[src/rtl/id_ex_stage.sv]
// id_ex_stage
//   ID/EX pipeline register of the 16-bit pipeline. Captures decoded operands
//   and control from ID, replaces them with a bubble on reset, branch flush
//   or load-use stall, and resolves EX/MEM and MEM/WB forwarding so the ALU
//   operands leave this block ready to use. Stall bubbles are counted in a
//   saturating 16-bit performance counter.
//
// Ports
//   clk, rst                      rising-edge clock, synchronous active-high reset
//   id_*                          decoded instruction fields from ID
//   flush                         taken branch: kill the instruction entering EX
//   exmem_reg_write/rd/result     EX/MEM forwarding source
//   memwb_reg_write/rd/data       MEM/WB forwarding source
//   alu_input_a/b, alu_control    ALU operands and opcode
//   ex_store_data                 forwarded rt value for stores
//   ex_rd, ex_valid, ex_reg_write, ex_mem_read, ex_mem_write   EX control
//   stall                         combinational hold request to PC and IF/ID
//   bubble_count                  saturating count of stall bubbles
module id_ex_stage #(
    parameter int DATA_W = 16,
    parameter int REG_W  = 3
) (
    input  logic              clk,
    input  logic              rst,
    input  logic              id_valid,
    input  logic [REG_W-1:0]  id_rs,
    input  logic [REG_W-1:0]  id_rt,
    input  logic [REG_W-1:0]  id_rd,
    input  logic [DATA_W-1:0] id_rs_data,
    input  logic [DATA_W-1:0] id_rt_data,
    input  logic [DATA_W-1:0] id_imm,
    input  logic [2:0]        id_alu_control,
    input  logic              id_alu_src,
    input  logic              id_reg_write,
    input  logic              id_mem_read,
    input  logic              id_mem_write,
    input  logic              flush,
    input  logic              exmem_reg_write,
    input  logic [REG_W-1:0]  exmem_rd,
    input  logic [DATA_W-1:0] exmem_result,
    input  logic              memwb_reg_write,
    input  logic [REG_W-1:0]  memwb_rd,
    input  logic [DATA_W-1:0] memwb_data,
    output logic [DATA_W-1:0] alu_input_a,
    output logic [DATA_W-1:0] alu_input_b,
    output logic [2:0]        alu_control,
    output logic [DATA_W-1:0] ex_store_data,
    output logic [REG_W-1:0]  ex_rd,
    output logic              ex_valid,
    output logic              ex_reg_write,
    output logic              ex_mem_read,
    output logic              ex_mem_write,
    output logic              stall,
    output logic [15:0]       bubble_count
);

    logic              r_valid;
    logic              r_reg_write;
    logic              r_mem_read;
    logic              r_mem_write;
    logic              r_alu_src;
    logic [2:0]        r_alu_control;
    logic [REG_W-1:0]  r_rs;
    logic [REG_W-1:0]  r_rt;
    logic [REG_W-1:0]  r_rd;
    logic [DATA_W-1:0] r_rs_data;
    logic [DATA_W-1:0] r_rt_data;
    logic [DATA_W-1:0] r_imm;
    logic [15:0]       r_bubble_count;

    logic              w_stall;
    logic              w_bubble;
    logic [DATA_W-1:0] w_fwd_rs;
    logic [DATA_W-1:0] w_fwd_rt;

    // Load-use hazard: the load in EX writes a register the ID instruction
    // reads. A flush kills the ID instruction anyway, so no hold is needed.
    assign w_stall = r_valid & r_mem_read & (r_rd != '0) & id_valid &
                     ((id_rs == r_rd) | (id_rt == r_rd)) & ~flush;

    assign w_bubble = rst | flush | w_stall;

    always_ff @(posedge clk) begin
        if (w_bubble) begin
            r_valid       <= 1'b0;
            r_reg_write   <= 1'b0;
            r_mem_read    <= 1'b0;
            r_mem_write   <= 1'b0;
            r_alu_src     <= 1'b0;
            r_alu_control <= 3'b000;
            r_rs          <= '0;
            r_rt          <= '0;
            r_rd          <= '0;
            r_rs_data     <= '0;
            r_rt_data     <= '0;
            r_imm         <= '0;
        end else begin
            r_valid       <= id_valid;
            r_reg_write   <= id_reg_write;
            r_mem_read    <= id_mem_read;
            r_mem_write   <= id_mem_write;
            r_alu_src     <= id_alu_src;
            r_alu_control <= id_alu_control;
            r_rs          <= id_rs;
            r_rt          <= id_rt;
            r_rd          <= id_rd;
            r_rs_data     <= id_rs_data;
            r_rt_data     <= id_rt_data;
            r_imm         <= id_imm;
        end
    end

    // Only stall bubbles are counted; flush bubbles are excluded because
    // w_stall is already masked by flush.
    always_ff @(posedge clk) begin
        if (rst) begin
            r_bubble_count <= 16'd0;
        end else if (w_stall && (r_bubble_count != 16'hFFFF)) begin
            r_bubble_count <= r_bubble_count + 16'd1;
        end
    end

    // EX/MEM is the younger producer, so it takes precedence over MEM/WB.
    // R0 is never forwarded.
    always_comb begin
        w_fwd_rs = r_rs_data;
        if (exmem_reg_write && (exmem_rd == r_rs) && (r_rs != '0)) begin
            w_fwd_rs = exmem_result;
        end else if (memwb_reg_write && (memwb_rd == r_rs) && (r_rs != '0)) begin
            w_fwd_rs = memwb_data;
        end
    end

    always_comb begin
        w_fwd_rt = r_rt_data;
        if (exmem_reg_write && (exmem_rd == r_rt) && (r_rt != '0)) begin
            w_fwd_rt = exmem_result;
        end else if (memwb_reg_write && (memwb_rd == r_rt) && (r_rt != '0)) begin
            w_fwd_rt = memwb_data;
        end
    end

    assign alu_input_a   = w_fwd_rs;
    assign alu_input_b   = r_alu_src ? r_imm : w_fwd_rt;
    assign ex_store_data = w_fwd_rt;
    assign alu_control   = r_alu_control;
    assign ex_rd         = r_rd;
    assign ex_valid      = r_valid;
    assign ex_reg_write  = r_reg_write;
    assign ex_mem_read   = r_mem_read;
    assign ex_mem_write  = r_mem_write;
    assign stall         = w_stall;
    assign bubble_count  = r_bubble_count;

endmodule
[config.mk]
export PLATFORM = sky130hd
export DESIGN_NAME = id_ex_stage
export DESIGN_NICKNAME = d
export VERILOG_FILES = /design/src/rtl/id_ex_stage.sv
export SDC_FILE = /design/constraint.sdc
export NUM_CORES = 1
export LEC_CHECK = 0
export ABC_AREA = 1
export CAP_MARGIN = 10
export CORE_ASPECT_RATIO = 1.25
export CORE_MARGIN = 8
export CORE_UTILIZATION = 46
export DETAILED_ROUTE_END_ITERATION = 6
export PLACE_DENSITY = 0.86
export SKIP_LAST_GASP = 1
export SLEW_MARGIN = 20
export SYNTH_ARGS = -nofsm -noshare
export SYNTH_HDL_FRONTEND = slang
export SYNTH_SLANG_ARGS = --single-unit
[constraint.sdc]
create_clock -name clk -period 2.64 [get_ports clk]
set_input_delay 0.528 -clock clk [delete_from_list [all_inputs] [get_ports clk]]
set_output_delay 0.528 -clock clk [all_outputs]
set_load 0.005 [all_outputs]
# == Word level (Yosys, flattened, before mapping) ==
# Index checks and enable logic that the tools add are counted.
# totals
regBits,81
in_bits,108
output_inout_bits,75
word_cells,47
# op_classes
add_sub_neg,1
eq_ne,7
mux,5
bitwise_logic,9
n_reduce_logical,12
# op_table
op,n
16-bit two-way mux,5
3-bit equality test,6
16-bit by 1-bit adder with 16-bit output (second input constant),1
16-bit != test (second input constant),1
1-bit logical AND,9
3-bit nonzero test,3
1-bit AND,5
1-bit OR,3
1-bit inverter,1

# == Logic depth before layout (Yosys ltp) ==
# Gate-level depths: netlist of the first run.
# depth
word_depth,6
depth_mapped,11
depth_no_buf,10

# == Worst setup path after synthesis of the first run ==
# No wires, ideal clock.
# synth_path
path_kind,input port to output port
start,input port memwb_rd[1]
end,output port alu_input_a[10]
arrival_time_ns,1.508
required_ns,2.112
setup_slack_ns,0.604
cell_stages,7
path_buffers,1
cell_sequence,inv_1 > o21ai_0 > nor2_1 > nand2_1 > buf_2 > nand2_1 > a31oi_1
# synth_between
elab_chain_len,5
# synth_lines
item,line,text
start: declaration,42,"input logic [REG_W-1:0] memwb_rd,"
3-bit equality test,129,end else if (memwb_reg_write && (memwb_rd == r_rs) && (r_rs != '0)) begin
1-bit logical AND (2 in series),129,
16-bit two-way mux,129,
16-bit two-way mux,127,if (exmem_reg_write && (exmem_rd == r_rs) && (r_rs != '0)) begin
end: declaration,44,"output logic [DATA_W-1:0] alu_input_a,"
# No other way between the ends.

# == Worst setup path after layout of the first run ==
# layout_path
start,register r_rs[0]
end,output port alu_input_a[4]
# layout_between
elab_chain_len,5
word_cells_on_any_way,9
classes_between,eq/ne (2); mux (2); reduce/logical (5)
# layout_lines
item,line,text
start: declaration,63,logic [REG_W-1:0] r_rs;
start signal: assignment,104,r_rs <= id_rs;
3-bit equality test,129,
1-bit logical AND (2 in series),129,
16-bit two-way mux,129,
16-bit two-way mux (*),127,
# Mark *: on every way between the ends. The rest lies on a longest branch, timed or not.

==> flow_summary.ini, run 1 <==
[worst_setup_path]
required_ns = 2.11
crit_path_start_kind = register
crit_fanout = 15
path_class = register to output pin
worstPathArrival_ns = 2.26
endpoint_kind = output pin

[global_route]
grt_max_degree = 66
antenna_found_initial = 0
track_usage = 0.300
grt_pass1_vias = 5670
grt_pass1_wl_mm = 29.0
overflow = 0

[clocking]
clock-root-buffer = clkbuf_16
cts_buffers = 9
h-tree-depth = 3
path_clk_slew_ns = 0.06
clock_path_buffers = 2
clock_sinks = 81
cts_tree = yes
clk_latency_ns = 0.34

[synth]
ys_seq_elements = 81
ys_warn_count = 0
syn_area_mm2 = 0.00425
synthCells = 659
synth.net_count = 768
seq_area_frac_synth = 0.381
ys_types = 29
avgSynthCellArea_um2 = 6.46

[timing]
hold_violations = 0
rsz0062_at_grt = yes
fin_skew_ns = 0.00825
fin_ws_ns = -0.149
tns_ns = -0.203
slew_headroom = 0.528
setup_violations = 3
post-route-period-util = 1.06
timing.hold.ws_ns = 0.531
slew_violations = 0
timing.final.crit_period_ns = 2.79
worstMarginPinSlew_ns = 0.707
fmax_mhz = 359

[floorplanning]
ioPinCount = 183
core-area_mm2 = 0.00908
die_w_um = 102
die_h_um = 124
initial_core_util = 0.469
row_count = 39
die-area_mm2 = 0.0126

[status]
status = finished, violations left
failed_checks = setup timing

[layout]
area_growth_pct = 66.1
drive_gt1_frac = 0.169
num_antenna_cells = 0
multi_input_area_mm2 = 0.00228
layout.nets = 982
fillers = 564
seqCellArea_mm2 = 0.00164

[routing]
wl_per_cell_um = 20.6
drt_iter0_drc = 551
wl_mm = 20.6
drc_errors = 0
drt_pre_antenna_iters = 5
via_count = 5714
vias_per_cell = 5.72
ant_nets = 0

[job]
cap_violations = 0

[power_and_ir_drop]
p_per_area_mw_per_mm2 = 442
finalPower_mw = 3.12
p_leak_nw = 3.43
vdd_drop_max_mv = 0.348

[placed_design]
gp_congestion = 1.03
dpl_worst_slack_ns = -0.423
port_buffers = 182
dp_hpwl_mm = 12.0

[hold_path]
hp-class = register to register
[timing repair]
item | in CTS | in global routing
hold buffers | 0 | 0
resized for setup | 111 | 75
pin swaps | 13 | 20
cloned | 4 | 1
buffers inserted | 23 | 2
endpoints found under the setup margin | 48 | 48
endpoints found under the hold margin | 0 | 0
[cells in the final DEF, fill, tap and decap left out, drive strengths merged, types with 16 or more instances in the layout]
cell type	n
buf	44
a21oi	17
and2	16
clkbuf	25
a31oi	16
dlygate4sd2	28
nor2	107
nand2	166
nand3	89
dfxtp	81
inv	109
clkdlybuf4s50	125
[layer usage]
| layer | global-route usage | wire length, um | vias to the layer above |
|---|---|---|---|
| li1 | - | - | 2469 |
| met1 | 0.296 | 6800 | 2611 |
| met2 | 0.527 | 9880 | 468 |
| met3 | 0.0868 | 2270 | 166 |
| met4 | 0.217 | 1630 | 0 |
| met5 | 0 | 0 | - |
[cells in the mapped netlist]
cell type  number  area [um^2]
dfxtp_1        81         1620
inv_1         108          405
nor3_2          1         10.0
nor2_2          3         18.8
a21oi_1        17         85.1
nand2_2         2         12.5
nand2_1       163          612
nor3_1          1         5.00
nand3_1        88          440
nor2_4          2         22.5
a31oi_1        16          100
xor2_1          6         52.6
inv_2           1         3.75
buf_1           2         7.51
ha_1            1         12.5
and2_1         16          100
buf_2           8         40.0
o21ai_0         5         25.0
clkbuf_1        8         30.0
nand4_4         1         21.3
nand3_4         1         17.5
buf_6           8         90.1
nor2_1        102          383
a21boi_2        2         22.5
o22ai_1         1         6.26
nand4_1        10         62.6
xnor2_1         3         26.3
nor3b_2         1         12.5
nand3b_1        1         7.51
[logic make-up after synthesis]
logic type	Yosys count	synth area share
and+or+nand+nor	392	0.406
buffers and inverters	135	0.136
DFF	81	0.381
AOI/OAI and AO/OA	41	0.0562
xor gates and xnor gates	9	0.0185
adders and majority gates	1	0.00294
[sequential cells by signal, summed over array words and instances, names as in the netlist]
| register | count |
|---|---|
| bubble_count | 16 |
| r_imm | 16 |
| r_rs_data | 16 |
| r_rt_data | 16 |
| alu_control | 3 |
| ex_rd | 3 |
| r_rs | 3 |
| r_rt | 3 |
| ex_mem_read | 1 |
| ex_mem_write | 1 |
| ex_reg_write | 1 |
| ex_valid | 1 |
| r_alu_src | 1 |
[critical path, cell delays in order, from the launching register on]
cell and delay, ns:
dfxtp_4 0.37, nor3_4 0.23, nor2_1 0.10, nand3_2 0.10, buf_6 0.13, bufbuf_16 0.29, nor2_2 0.06, a31oi_2 0.34
dlygate4sd2_1 0.29
[where the power goes]
part	total, mW	internal (mW)	switching (mW)
sequential	1.28	1.26	0.0215
combinational	0.611	0.323	0.288
clock	1.23	0.746	0.483
[path summary, 6_finish.rpt]
path	from	endpoint	slack, ns	cells after the start
worst min register to register	bubble_count[3]$_SDFFE_PP0P_	bubble_count[3]$_SDFFE_PP0P_	0.53	2
worst max-delay path	r_rs[0]$_SDFF_PP0_	alu_input_a[4]	-0.15	8
worst max register to register	bubble_count[1]$_SDFFE_PP0P_	bubble_count[1]$_SDFFE_PP0P_	0.73	7
worst min-delay path	bubble_count[3]$_SDFFE_PP0P_	bubble_count[3]$_SDFFE_PP0P_	0.53	2
[area by class of cell]
cell class	count	area share
clock buffer	11	0.0343
timing repair buffer	228	0.325
multi-input combinational	444	0.323
tap	123	0.0218
inverter	109	0.0583
clock inverter	3	0.00602
sequential	81	0.232
[stage by stage]
stage | util | instance area [um^2] | instances
final | 0.779 | 7070 | 999
after global routing | 0.779 | 7070 | 999
after CTS | 0.765 | 6940 | 996
after detailed placement | 0.693 | 6290 | 955
after global placement | 0.693 | 6290 | 955
after floorplan | - | 4250 | 659
No activity file was read; power rests on OpenSTA's default activity.
==> run 2, diff against run 1 <==
Settings changed: RECOVER_POWER from default to 25.
==> run 2 against run 1 <==
The run still ends with setup timing left. Critical path depth did not move. Non-clock buffer count did not move. Die area is the same. Final area down 0.30%. Clock skew hardly changed. Flip-flop and latch count unchanged. Highest routed layer unchanged.
==> flow_summary.ini, run 2 (same netlist as run 1, synthesis figures left out) <==
[placed_design]
dp_hpwl_mm = 12.0
dp_cells = 955
gp_congestion = 1.03
port_buffers = 182

[layout]
layout.cells.non_filler = 999
area_growth_pct = 65.6
drive_gt1_frac = 0.168
fillers = 569
num_antenna_cells = 0
final_common_cell = nand2_1
layout.nets = 982
final_cell_mix = nand2_1 (147), inv_1 (102), nor2_1 (99), clkdlybuf4s50_1 (99), dfxtp_1 (75)

[clocking]
clk_latency_ns = 0.34
h-tree-depth = 3
clock_path_buffers = 2
cts_tree = yes
path_clk_slew_ns = 0.06
clock-root-buffer = clkbuf_16
cts_buffers = 9
clock_sinks = 81

[floorplanning]
initial_core_util = 0.469
die_h_um = 124
row_count = 39
core-area_mm2 = 0.00908
ioPinCount = 183
die_w_um = 102
die-area_mm2 = 0.0126

[timing]
rsz0062_at_grt = yes
worstMarginPinSlew_ns = 0.715
fmax_mhz = 359
timing.hold.ws_ns = 0.523
hold_violations = 0
timing.final.crit_period_ns = 2.79
slew_headroom = 0.523
setup_violations = 4
post-route-period-util = 1.05
fin_ws_ns = -0.145
slew_violations = 0
fin_skew_ns = 0.00785
tns_ns = -0.198

[worst_setup_path]
cp_slowest_cell = dfxtp_4
crit_path_start_kind = register
required_ns = 2.11
slowest_delay_ns = 0.37
worstPathArrival_ns = 2.26
worstPathCellList = nor3_4 -> nor2_1 -> nand3_2 -> buf_6 -> bufbuf_16 -> nor2_2 -> a31oi_2 -> dlygate4sd2_1
cp_top_family = buffers and inverters
endpoint_kind = output pin
path_class = register to output pin
crit_fanout = 15
crit_buf_inv = 3

[global_route]
track_usage = 0.300
antenna_found_initial = 0
grt_max_degree = 66
grt_pass1_vias = 5670
grt_pass1_wl_mm = 29.0
overflow = 0
met2_usage = 0.527
met3_usage = 0.0868
met1_usage = 0.296
busiest_layer = met2

[routing]
via_count = 5681
drt_iter0_drc = 510
wl_per_cell_um = 20.6
wl_mm = 20.6
vias_per_cell = 5.69
drc_errors = 0
drt_pre_antenna_iters = 6
ant_nets = 0

[power_and_ir_drop]
finalPower_mw = 3.12
p_per_area_mw_per_mm2 = 443
p_leak_nw = 3.50
vdd_drop_max_mv = 0.348

[hold_path]
hp-class = register to register

[job]
cap_violations = 0

[status]
failed_checks = setup timing
status = finished, violations left
## run 2: cell count changes in the layout (fill, tap and decap cells not counted)
cell,change
clkdlybuf4s50_1,-26
nand3_1,+1
dlygate4sd3_1,+26
nand3_4,-1
nand4_2,+1
nand4_4,-1
## run 2: layout make-up
type                            count  area [um^2]  share of cell area
Sequential cell                    81         1640               0.232
Timing Repair Buffer              228         2300               0.326
Inverter                          109          412              0.0584
Multi-Input combinational cell    444         2260               0.321
Clock inverter                      3         42.5             0.00604
Tap cell                          123          154              0.0218
Clock buffer                       11          243              0.0345
## run 2: path summary, 6_finish.rpt
path	from	to	slack [ns]	depth (start not counted)
worst max-delay path	r_rs[0]$_SDFF_PP0_	alu_input_a[4]	-0.15	8
worst min-delay path	bubble_count[0]$_SDFFE_PP0P_	bubble_count[0]$_SDFFE_PP0P_	0.52	2
worst max register to register	bubble_count[1]$_SDFFE_PP0P_	bubble_count[1]$_SDFFE_PP0P_	0.22	7
worst min register to register	bubble_count[0]$_SDFFE_PP0P_	bubble_count[0]$_SDFFE_PP0P_	0.52	2
## run 2: where the power goes
| group | leakage [nW] | internal [mW] | total (mW) | switching [mW] |
|---|---|---|---|---|
| clock | 0.137 | 0.746 | 1.23 | 0.482 |
| combinational | 2.70 | 0.321 | 0.608 | 0.287 |
| sequential | 0.666 | 1.26 | 1.28 | 0.0214 |
## run 2: worst min-delay path, stage by stage, from the launching register on
cell and delay (ns):
dfxtp_1 0.34, nand2_1 0.08, a21oi_1 0.05
## run 2: metrics by stage
step | util | worst slack [ns] | instance area [um^2]
floorplan | - | 0.604 | 4250
global placement | 0.693 | -0.395 | 6290
detailed placement | 0.693 | -0.423 | 6290
CTS | 0.765 | 0.00117 | 6940
global route | 0.776 | -0.161 | 7050
finish | 0.776 | -0.145 | 7050
## run 2: repair_timing
action / in CTS / in global routing
setup endpoints to repair: 48 / 48
gates cloned: 4 / 1
hold buffers: 0 / 0
resized for setup: 111 / 75
pin swaps: 13 / 20
setup buffers: 23 / 2
## run 2: metal layers
layer	vias up	routed length [um]	part of all wire
li1	2463	-	-
met1	2570	6690	0.32
met2	488	9900	0.48
met3	160	2410	0.12
met4	0	1610	0.078
met5	-	0	0
==> run 3, diff against run 2 <==
Settings changed: CORE_ASPECT_RATIO 1.25 to default.
==> run 3 against run 2 <==
The flow still finishes with violations (setup timing). Die area is 0.15% lower. Cell count down 1.6%. Total power decreased by 12%. Setup slack worse by 0.0051 ns. Worst hold slack improved by 0.0047 ns. Core utilization down 3.5 points. Flip-flop and latch count did not move. Via count fell by 11%. First-iteration DRC count fell by 34%. Combinational power fell by 10%. Critical endpoint is now ex_store_data[12]. Largest power group unchanged.
==> flow_summary.ini, run 3 (same netlist as run 1, synthesis figures left out) <==
[clocking]
cts_hold_buf = 0
clock_path_buffers = 2
h-tree-depth = 3
clock_sinks = 81
cts_tree = yes
clk_latency_ns = 0.36
clock-root-buffer = clkbuf_8
path_clk_slew_ns = 0.08
cts_buffers = 9

[layout]
fin_area_mm2 = 0.00675
drive_gt1_frac = 0.115
num_antenna_cells = 0
fillers = 692
multi_input_area_mm2 = 0.00214
final_common_cell = nand2_1
area_growth_pct = 58.8
final_cell_mix = nand2_1 (161), clkdlybuf4s50_1 (106), inv_1 (104)
layout.nets = 976
seqCellArea_mm2 = 0.00163

[global_route]
grt_pass1_vias = 4871
track_usage = 0.236
overflow = 0
grt_max_degree = 35
antenna_found_initial = 0
grt_pass1_wl_mm = 24.2

[worst_setup_path]
endpoint = ex_store_data[12]
required_ns = 2.11
endpoint_kind = output pin
worstRegToRegCells = 7
rrSetupSlack_ns = 0.21
worstPathArrival_ns = 2.26
path_class = primary input to output pin
startpoint = exmem_rd[1]
crit_path_start_kind = primary input
crit_fanout = 6
timing.rr.start = bubble_count[1]$_SDFFE_PP0P_
r2r_end = bubble_count[9]$_SDFFE_PP0P_

[floorplanning]
initial_core_util = 0.467
die_w_um = 112
row_count = 35
die-area_mm2 = 0.0126
ioPinCount = 183
core-area_mm2 = 0.00911
die_h_um = 112

[timing]
tns_ns = -0.779
timing.hold.ws_ns = 0.527
fmax_mhz = 358
fin_ws_ns = -0.150
hold_violations = 0
slew_violations = 0
worstMarginPinSlew_ns = 0.630
setup_violations = 7
rsz0062_at_grt = yes
fin_skew_ns = 0.0144
post-route-period-util = 1.06
slew_headroom = 0.579
timing.final.crit_period_ns = 2.79

[power_and_ir_drop]
swShare = 0.260
p_per_area_mw_per_mm2 = 406
clkPwrFrac = 0.335
seqPwrFrac = 0.466
p_leak_nw = 3.50
p_sw_uw = 714
vdd_drop_max_mv = 0.226
p_comb_frac = 0.199
p_int_mw = 2.03

[routing]
drc_errors = 0
wl_per_cell_um = 16.2
ant_nets = 0
wl_mm = 15.9
drt_iter0_drc = 335
vias_per_cell = 5.13
via_count = 5044
drt_pre_antenna_iters = 5

[status]
failed_checks = setup timing
status = finished, violations left

[placed_design]
dp_hpwl_mm = 11.8
placed_area_mm2 = 0.00633
gp_congestion = 0.944
port_buffers = 182

[hold_path]
hp-class = register to register

[job]
cap_violations = 0
==> run 3: cell count changes in the layout (fill, tap and decap cells not counted), sizes merged <==
cell           previous run  this run
buf                      44        39
clkinvlp                  1         2
nand2                   166       165
bufbuf                    2         0
dlymetal6s2s              1        14
clkinv                    1         2
clkdlybuf4s15            14         5
clkdlybuf4s50            99       106
dlygate4sd2              28        26
clkbuf                   25        18
==> run 3: cell type report <==
| class | instances | share of cell area |
|---|---|---|
| Clock buffer | 11 | 0.0209 |
| Clock inverter | 5 | 0.00815 |
| Inverter | 109 | 0.0617 |
| Multi-Input combinational cell | 443 | 0.317 |
| Sequential cell | 81 | 0.241 |
| Tap cell | 111 | 0.0206 |
| Timing Repair Buffer | 223 | 0.331 |
==> run 3: worst min-delay path by stage <==
stage,startpoint,endpoint,slack [ns],cells after the start
final,bubble_count[0]$_SDFFE_PP0P_,bubble_count[0]$_SDFFE_PP0P_,0.53,2
after global routing,bubble_count[0]$_SDFFE_PP0P_,bubble_count[0]$_SDFFE_PP0P_,0.55,2
after CTS,bubble_count[0]$_SDFFE_PP0P_,bubble_count[0]$_SDFFE_PP0P_,0.53,2
after floorplan,bubble_count[3]$_SDFFE_PP0P_,bubble_count[3]$_SDFFE_PP0P_,0.49,2
after global placement,bubble_count[1]$_SDFFE_PP0P_,bubble_count[1]$_SDFFE_PP0P_,0.51,2
after detailed placement,bubble_count[0]$_SDFFE_PP0P_,bubble_count[0]$_SDFFE_PP0P_,0.52,2
==> run 3: through the flow <==
| step | util | std cells | setup slack, ns | power (mW) |
|---|---|---|---|---|
| global placement | 0.695 | 953 | -0.435 | 1.83 |
| detailed placement | 0.695 | 953 | -0.417 | 1.84 |
| finish | 0.741 | 983 | -0.150 | 2.74 |
| CTS | 0.727 | 976 | -0.188 | 2.74 |
| global route | 0.741 | 983 | -0.231 | 2.85 |
| floorplan | - | 659 | 0.604 | 1.49 |
==> run 3: metal layers <==
metal | vias to the layer above | routed length (um) | GRT usage
met3 | 45 | 1310 | 0.0548
met1 | 2299 | 6100 | 0.252
met4 | 0 | 521 | 0.113
met2 | 250 | 8010 | 0.430
li1 | 2450 | - | -
met5 | - | 0 | 0
==> run 3: timing repair <==
item | CTS | global route
pin swaps | 6 | 6
setup buffers | 5 | 6
endpoints found under the setup margin | 49 | 48
hold endpoints to repair | 0 | 0
resized for setup | 60 | 52
gates cloned | 2 | 1
==> run 3: power groups by stage <==
stage | Sequential, mW | Clock [mW] | Combinational [mW]
floorplan | 1.30 | 0 | 0.188
global placement | 1.30 | 0 | 0.527
detailed placement | 1.31 | 0 | 0.535
CTS | 1.28 | 0.925 | 0.538
global route | 1.28 | 0.979 | 0.588
finish | 1.28 | 0.918 | 0.545
==> run 3: worst max-delay path, stage by stage <==
cell and delay [ns]:
dlygate4sd2_1 0.28, nand2_1 0.09, nand3_1 0.09, nor2_2 0.11, nand2_2 0.11, buf_12 0.16
clkbuf_4 0.17, nand3_2 0.10, and2_1 0.12, clkdlybuf4s50_1 0.49
